<file path="src/rtl/button_debouncer.sv">
// Multi-channel input debouncer: synchroniser, shared sample prescaler,
// per-channel stability counters with registered edge pulses.
module button_debouncer #(
  parameter int PortWidth    = 4,
  parameter int CounterWidth = 16,
  parameter int StableCount  = 3,
  parameter int SyncStages   = 2
) (
  input  logic                 clk,
  input  logic                 rst,
  input  logic [PortWidth-1:0] in,
  output logic [PortWidth-1:0] out,
  output logic [PortWidth-1:0] rise,
  output logic [PortWidth-1:0] fall,
  output logic                 tick
);

  localparam int SW = $clog2(StableCount + 1);
  localparam logic [SW-1:0] LAST = SW'(StableCount - 1);

  logic [SyncStages-1:0][PortWidth-1:0] sync_q, sync_d;
  logic [CounterWidth-1:0]              presc_q, presc_d;
  logic [PortWidth-1:0][SW-1:0]         cnt_q, cnt_d;
  logic [PortWidth-1:0]                 out_q, out_d;
  logic [PortWidth-1:0]                 rise_q, rise_d;
  logic [PortWidth-1:0]                 fall_q, fall_d;
  logic [PortWidth-1:0]                 sync_in;

  assign sync_in = sync_q[SyncStages-1];
  assign tick    = &presc_q;
  assign out     = out_q;
  assign rise    = rise_q;
  assign fall    = fall_q;

  always_comb begin
    sync_d[0] = in;
    for (int i = 1; i < SyncStages; i++) begin
      sync_d[i] = sync_q[i-1];
    end
    presc_d = presc_q + 1'b1;
    cnt_d   = cnt_q;
    out_d   = out_q;
    rise_d  = '0;
    fall_d  = '0;
    if (tick) begin
      for (int ch = 0; ch < PortWidth; ch++) begin
        if (sync_in[ch] == out_q[ch]) begin
          cnt_d[ch] = '0;
        end else if (cnt_q[ch] == LAST) begin
          // Enough consecutive differing samples: commit the new level.
          out_d[ch]  = sync_in[ch];
          cnt_d[ch]  = '0;
          rise_d[ch] = sync_in[ch];
          fall_d[ch] = ~sync_in[ch];
        end else begin
          cnt_d[ch] = cnt_q[ch] + 1'b1;
        end
      end
    end
  end

  always_ff @(posedge clk) begin
    if (rst) begin
      sync_q  <= '0;
      presc_q <= '0;
      cnt_q   <= '0;
      out_q   <= '0;
      rise_q  <= '0;
      fall_q  <= '0;
    end else begin
      sync_q  <= sync_d;
      presc_q <= presc_d;
      cnt_q   <= cnt_d;
      out_q   <= out_d;
      rise_q  <= rise_d;
      fall_q  <= fall_d;
    end
  end

endmodule

</file>
<file path="config.mk">
export PLATFORM = sky130hd
export DESIGN_NAME = button_debouncer
export DESIGN_NICKNAME = d
export VERILOG_FILES = /design/src/rtl/button_debouncer.sv
export SDC_FILE = /design/constraint.sdc
export NUM_CORES = 1
export LEC_CHECK = 0
export CAP_MARGIN = 10
export CORE_UTILIZATION = 58
export DETAILED_ROUTE_END_ITERATION = 16
export GPL_TIMING_DRIVEN = 0
export PLACE_DENSITY = 0.92
export SYNTH_ARGS = -nofsm -noshare
export SYNTH_HDL_FRONTEND = slang
export SYNTH_SLANG_ARGS = --single-unit
</file>
<file path="constraint.sdc">
create_clock -name clk -period 3 [get_ports clk]
set_input_delay 0.6 -clock clk [delete_from_list [all_inputs] [get_ports clk]]
set_output_delay 0.6 -clock clk [all_outputs]
set_load 0.005 [all_outputs]
</file>
; Word-level counts from Yosys, hierarchy flattened
; Index checks and enable logic that the tools add are counted.
[word_totals]
ff_bits = 44
in_bits = 6
out_inout_bits = 13
word_cells = 62
[classes]
n_addsub = 5
n_eq_ne = 8
muxes = 8
n_bitwise = 13
reduce_logical = 9
[op_table]
columns = operator, n
row1 = $reduce_and A18 Y1, 4
row2 = $add A16 B1 Y16 const B, 1
row3 = $mux W2, 8
row4 = $reduce_and A16 Y1, 1
row5 = $reduce_or A4 Y1, 4
row6 = $not A1 Y1, 13
row7 = $add A2 B1 Y2 const B, 4
row8 = $eq A2 B2 Y1 const B, 4
row9 = $eq A1 B1 Y1, 4

; Logic depth before layout (Yosys ltp)
[logic_depth]
depth_word = 3
ltp_mapped = 6
ltp_nobuf = 6

; Worst setup path after synthesis
; Ideal clock, no wire load.
[synth_path]
kind = register to output
start = register presc_q[0]
end = output port tick
t_arrival_ps = 1342
required_ps = 2400
slack_ps = 1058
path_stages_with_launch = 5
n_path_buf = 0
path_cell_list = dfxtp_1 -> ha_1 -> nand3_1 -> or4_4 -> clkinv_1
[synth_via]
elab_chain_cells = 1
[synth_lines]
columns = element, line
row1 = "start, declared", 22  ; logic [CounterWidth-1:0] presc_q, presc_d;
row2 = "start signal, assigned", 72  ; presc_q <= presc_d;
row3 = $reduce_and A16 Y1, 30  ; assign tick = &presc_q;
row4 = "end, declared", 15  ; output logic tick
; Every way passes these cells.

; Worst setup path in the final report
[layout_path]
start = register presc_q[4]
end = output port tick
; Same word-level chain as after synthesis.

==> results.cfg <==
[run_status]
status = completed

[power_and_ir_drop]
pwr-share-clk = 0.366
intPower_mw = 0.782
p_comb_frac = 0.033
sequentialPowerShare = 0.601
net-switching-power_mw = 0.215
p_sw_frac = 0.216
power.leakage_nw = 0.668
powerDensity_nw_per_um2 = 497
vdd_drop_max_mv = 0.560

[logic_synthesis]
yosysSeqAreaShare = 0.518
synth_cell_types = 32
avgSynthCellArea_um2 = 9.29
yosysWarnings = 0
synth_area_um2 = 1700
synth.net_count = 190
syn_inst = 183
ys_ff_latch = 44

[timing]
setup_viol = 0
rsz0062_at_grt = no
final.setup_skew_ps = 14.3
drv_slew = 0
fin_crit_ps = 2860
worstMarginPinSlew_ps = 546
relSlewSlack = 0.636
period_share = 0.952
fin_ws_ps = 143
fmax_mhz = 350
finalSetupTns_ps = 0
final_hold_viol_count = 0

[setup_path]
cp_slowest_cell = or4_4
r2r_setup_slack_ps = 1200
critical_path_class = reg -> out
critical_path.max_stage_delay_ps = 610
startpoint_type = flip-flop
timing.rr.start = presc_q[4]
path_cells = nand4_2, or4_4, inv_4, clkdlybuf4s50_1
critical_path.endpoint = tick
crit_fanout = 9
startpoint = presc_q[4]
reg2regPathDepth = 4
rr_endpoint = rise[2]
timing.critical_path.to_type = output pin
crit_arrival_ps = 2260
critPathRequiredTime_ps = 2400

[hold_path]
hp-class = reg -> reg

[detailed_routing]
via_count = 1393
drtIter0Drc = 29
drt-total-wl_mm = 3.41
drt_first_pass_iters = 4
wl_per_cell_um = 14.2
drc = 0
ant_nets = 0
via_per_inst = 5.80

[final_layout]
antenna_cells = 0
fin_nets = 215
instances_no_fill = 240
drive_gt1_frac = 0.100
final_area_um2 = 2010
synthToLayoutAreaGrowth_pct = 18.0
fin_util = 0.727

[global_routing]
grt_pass1_vias = 1309
overflow = 0
grt_max_degree = 15
grtUsageTotal = 0.230
antenna_found_initial = 0
grt_pass1_wl_mm = 5.51

[clock_tree]
cts_sinks = 44
cts-htree-levels = 2
cts_tree = built
clockBufferDepth = 2
cts_setup_buffers = 0
clkTransAtPathRegs_ps = 130
clock-root-buffer = clkbuf_4
clk_latency_ps = 370
cts_inserted_buffers = 5

[run]
cap_violations = 0

[floorplan]
io_pins = 19
start_util = 0.617
fp.dieW_um = 56.1
num_rows = 19
coreArea_um2 = 2760
die_h_um = 56.1
fp.dieArea_um2 = 3150

[place]
place_area_um2 = 1920
numPortBuffers = 18
dp_hpwl_mm = 2.45
globalplace.congestion = 0.815
pre_cts_ws_ps = 325
placedCellCount = 232
[critical path: cells and delay by family, from the launching register on]
kind,cells,cell delay (ps)
flops,1,470
buf+inv,2,630
simple gates,2,800
[final cells by class]
type | count | area, um2
clock inverter | 3 | 42.5
clock buffer | 5 | 37.5
inverter | 6 | 25.0
fill | 208 | 752
buffer | 6 | 31.3
sequential | 44 | 882
tap | 31 | 38.8
timing repair buffer | 18 | 180
multi-input combinational | 127 | 768
[routing by layer]
metal	wire (um)	global-route usage	share of wire
met1	1390	0.232	0.41
met2	1820	0.430	0.53
met3	137	0.0767	0.040
met4	60	0.0871	0.018
met5	0	0	0
[cell usage in the layout (no fill, tap or decap)]
master / count
clkinvlp_4: 1
nor2_2: 2
o41ai_1: 4
clkdlybuf4s50_1: 18
and4_2: 1
clkbuf_4: 5
inv_1: 5
bufinv_16: 1
dfxtp_2: 1
dfxtp_1: 43
a21oi_1: 17
buf_6: 1
and3_1: 1
or3_4: 1
o21ai_0: 9
inv_4: 1
clkinv_2: 1
clkbuf_2: 1
xnor2_1: 3
nand4_2: 1
or3_2: 1
ha_2: 1
clkbuf_1: 4
nor2b_1: 13
nand3b_1: 4
nand2_1: 10
or2b_1: 2
nor2_1: 14
nor4_1: 2
or3_1: 6
nand3_1: 10
or4_4: 1
nand4_1: 5
and2_1: 1
xor2_1: 6
or4b_1: 1
and4_4: 1
nand2b_1: 10
[kinds of logic (layout without fill, tap and decap cells)]
logic type      count (synthesis)  count (layout)  synth area share
xor+xnor                        9               9            0.0464
buf+inv                        12              38            0.0316
compound gates                 30              30            0.0971
simple gates                   87              87             0.299
flops                          44              44             0.518
fa+ha+maj                       1               1           0.00736
[registers in the layout (all words and copies together) (netlist names)]
register / cells
presc_q: 16
cnt_q: 8
fall: 4
out: 4
rise: 4
sync_d: 4
sync_in: 4
[metrics by stage]
stage / total power, mW / hold slack [ps]
5_1_grt: 1.03 / 471
3_5_place_dp: 0.644 / 429
6_report: 0.997 / 455
2_1_floorplan: 0.628 / 414
4_1_cts: 0.999 / 457
3_3_place_gp: 0.641 / 418
[synth_stat cells]
library cell,n,area share
xor2_1,6,0.031
nor4_1,2,0.0074
ha_1,1,0.0074
or3_2,1,0.0044
or3_4,1,0.0066
o21ai_0,9,0.026
nor2_1,14,0.031
and2_1,1,0.0037
clkinv_1,1,0.0022
inv_1,5,0.011
or4_4,1,0.0066
or4b_1,1,0.0059
buf_6,1,0.0066
clkbuf_1,4,0.0088
and3_1,1,0.0037
and4_4,1,0.0066
nand3b_1,4,0.018
nor2b_1,13,0.048
nand2b_1,10,0.037
a21oi_1,17,0.050
nand2_1,10,0.022
nand3_1,10,0.029
or2b_1,2,0.0088
or3_1,6,0.022
nor2_2,2,0.0074
nand4_2,1,0.0074
and4_2,1,0.0059
dfxtp_1,44,0.52
xnor2_1,3,0.015
o41ai_1,4,0.021
clkbuf_2,1,0.0029
nand4_1,5,0.018
[power by group through the flow]
stage                     Sequential, mW  Clock, mW  Combinational, mW
after floorplan                    0.610          0             0.0184
after global placement             0.610          0             0.0302
after detailed placement           0.612          0             0.0327
after CTS                          0.599      0.367             0.0329
after global routing               0.600      0.391             0.0363
final                              0.599      0.365             0.0327
[repair_timing]
item                       in CTS  in global routing
pin swaps                       0                  1
hold buffers                    0                  0
resized for setup               2                  2
setup endpoints to repair       1                  1
[worst min-delay path by stage]
stage	start	endpoint	slack, ps	depth (start not counted)
global placement	sync_d[5]	sync_in[1]	420	1
finish	sync_d[5]	sync_in[1]	450	1
detailed placement	sync_d[5]	sync_in[1]	430	1
floorplan	sync_d[4]	sync_in[0]	410	1
CTS	presc_q[0]	presc_q[0]	460	1
global route	sync_d[5]	sync_in[1]	470	1
(Power assumes the default switching activity.)
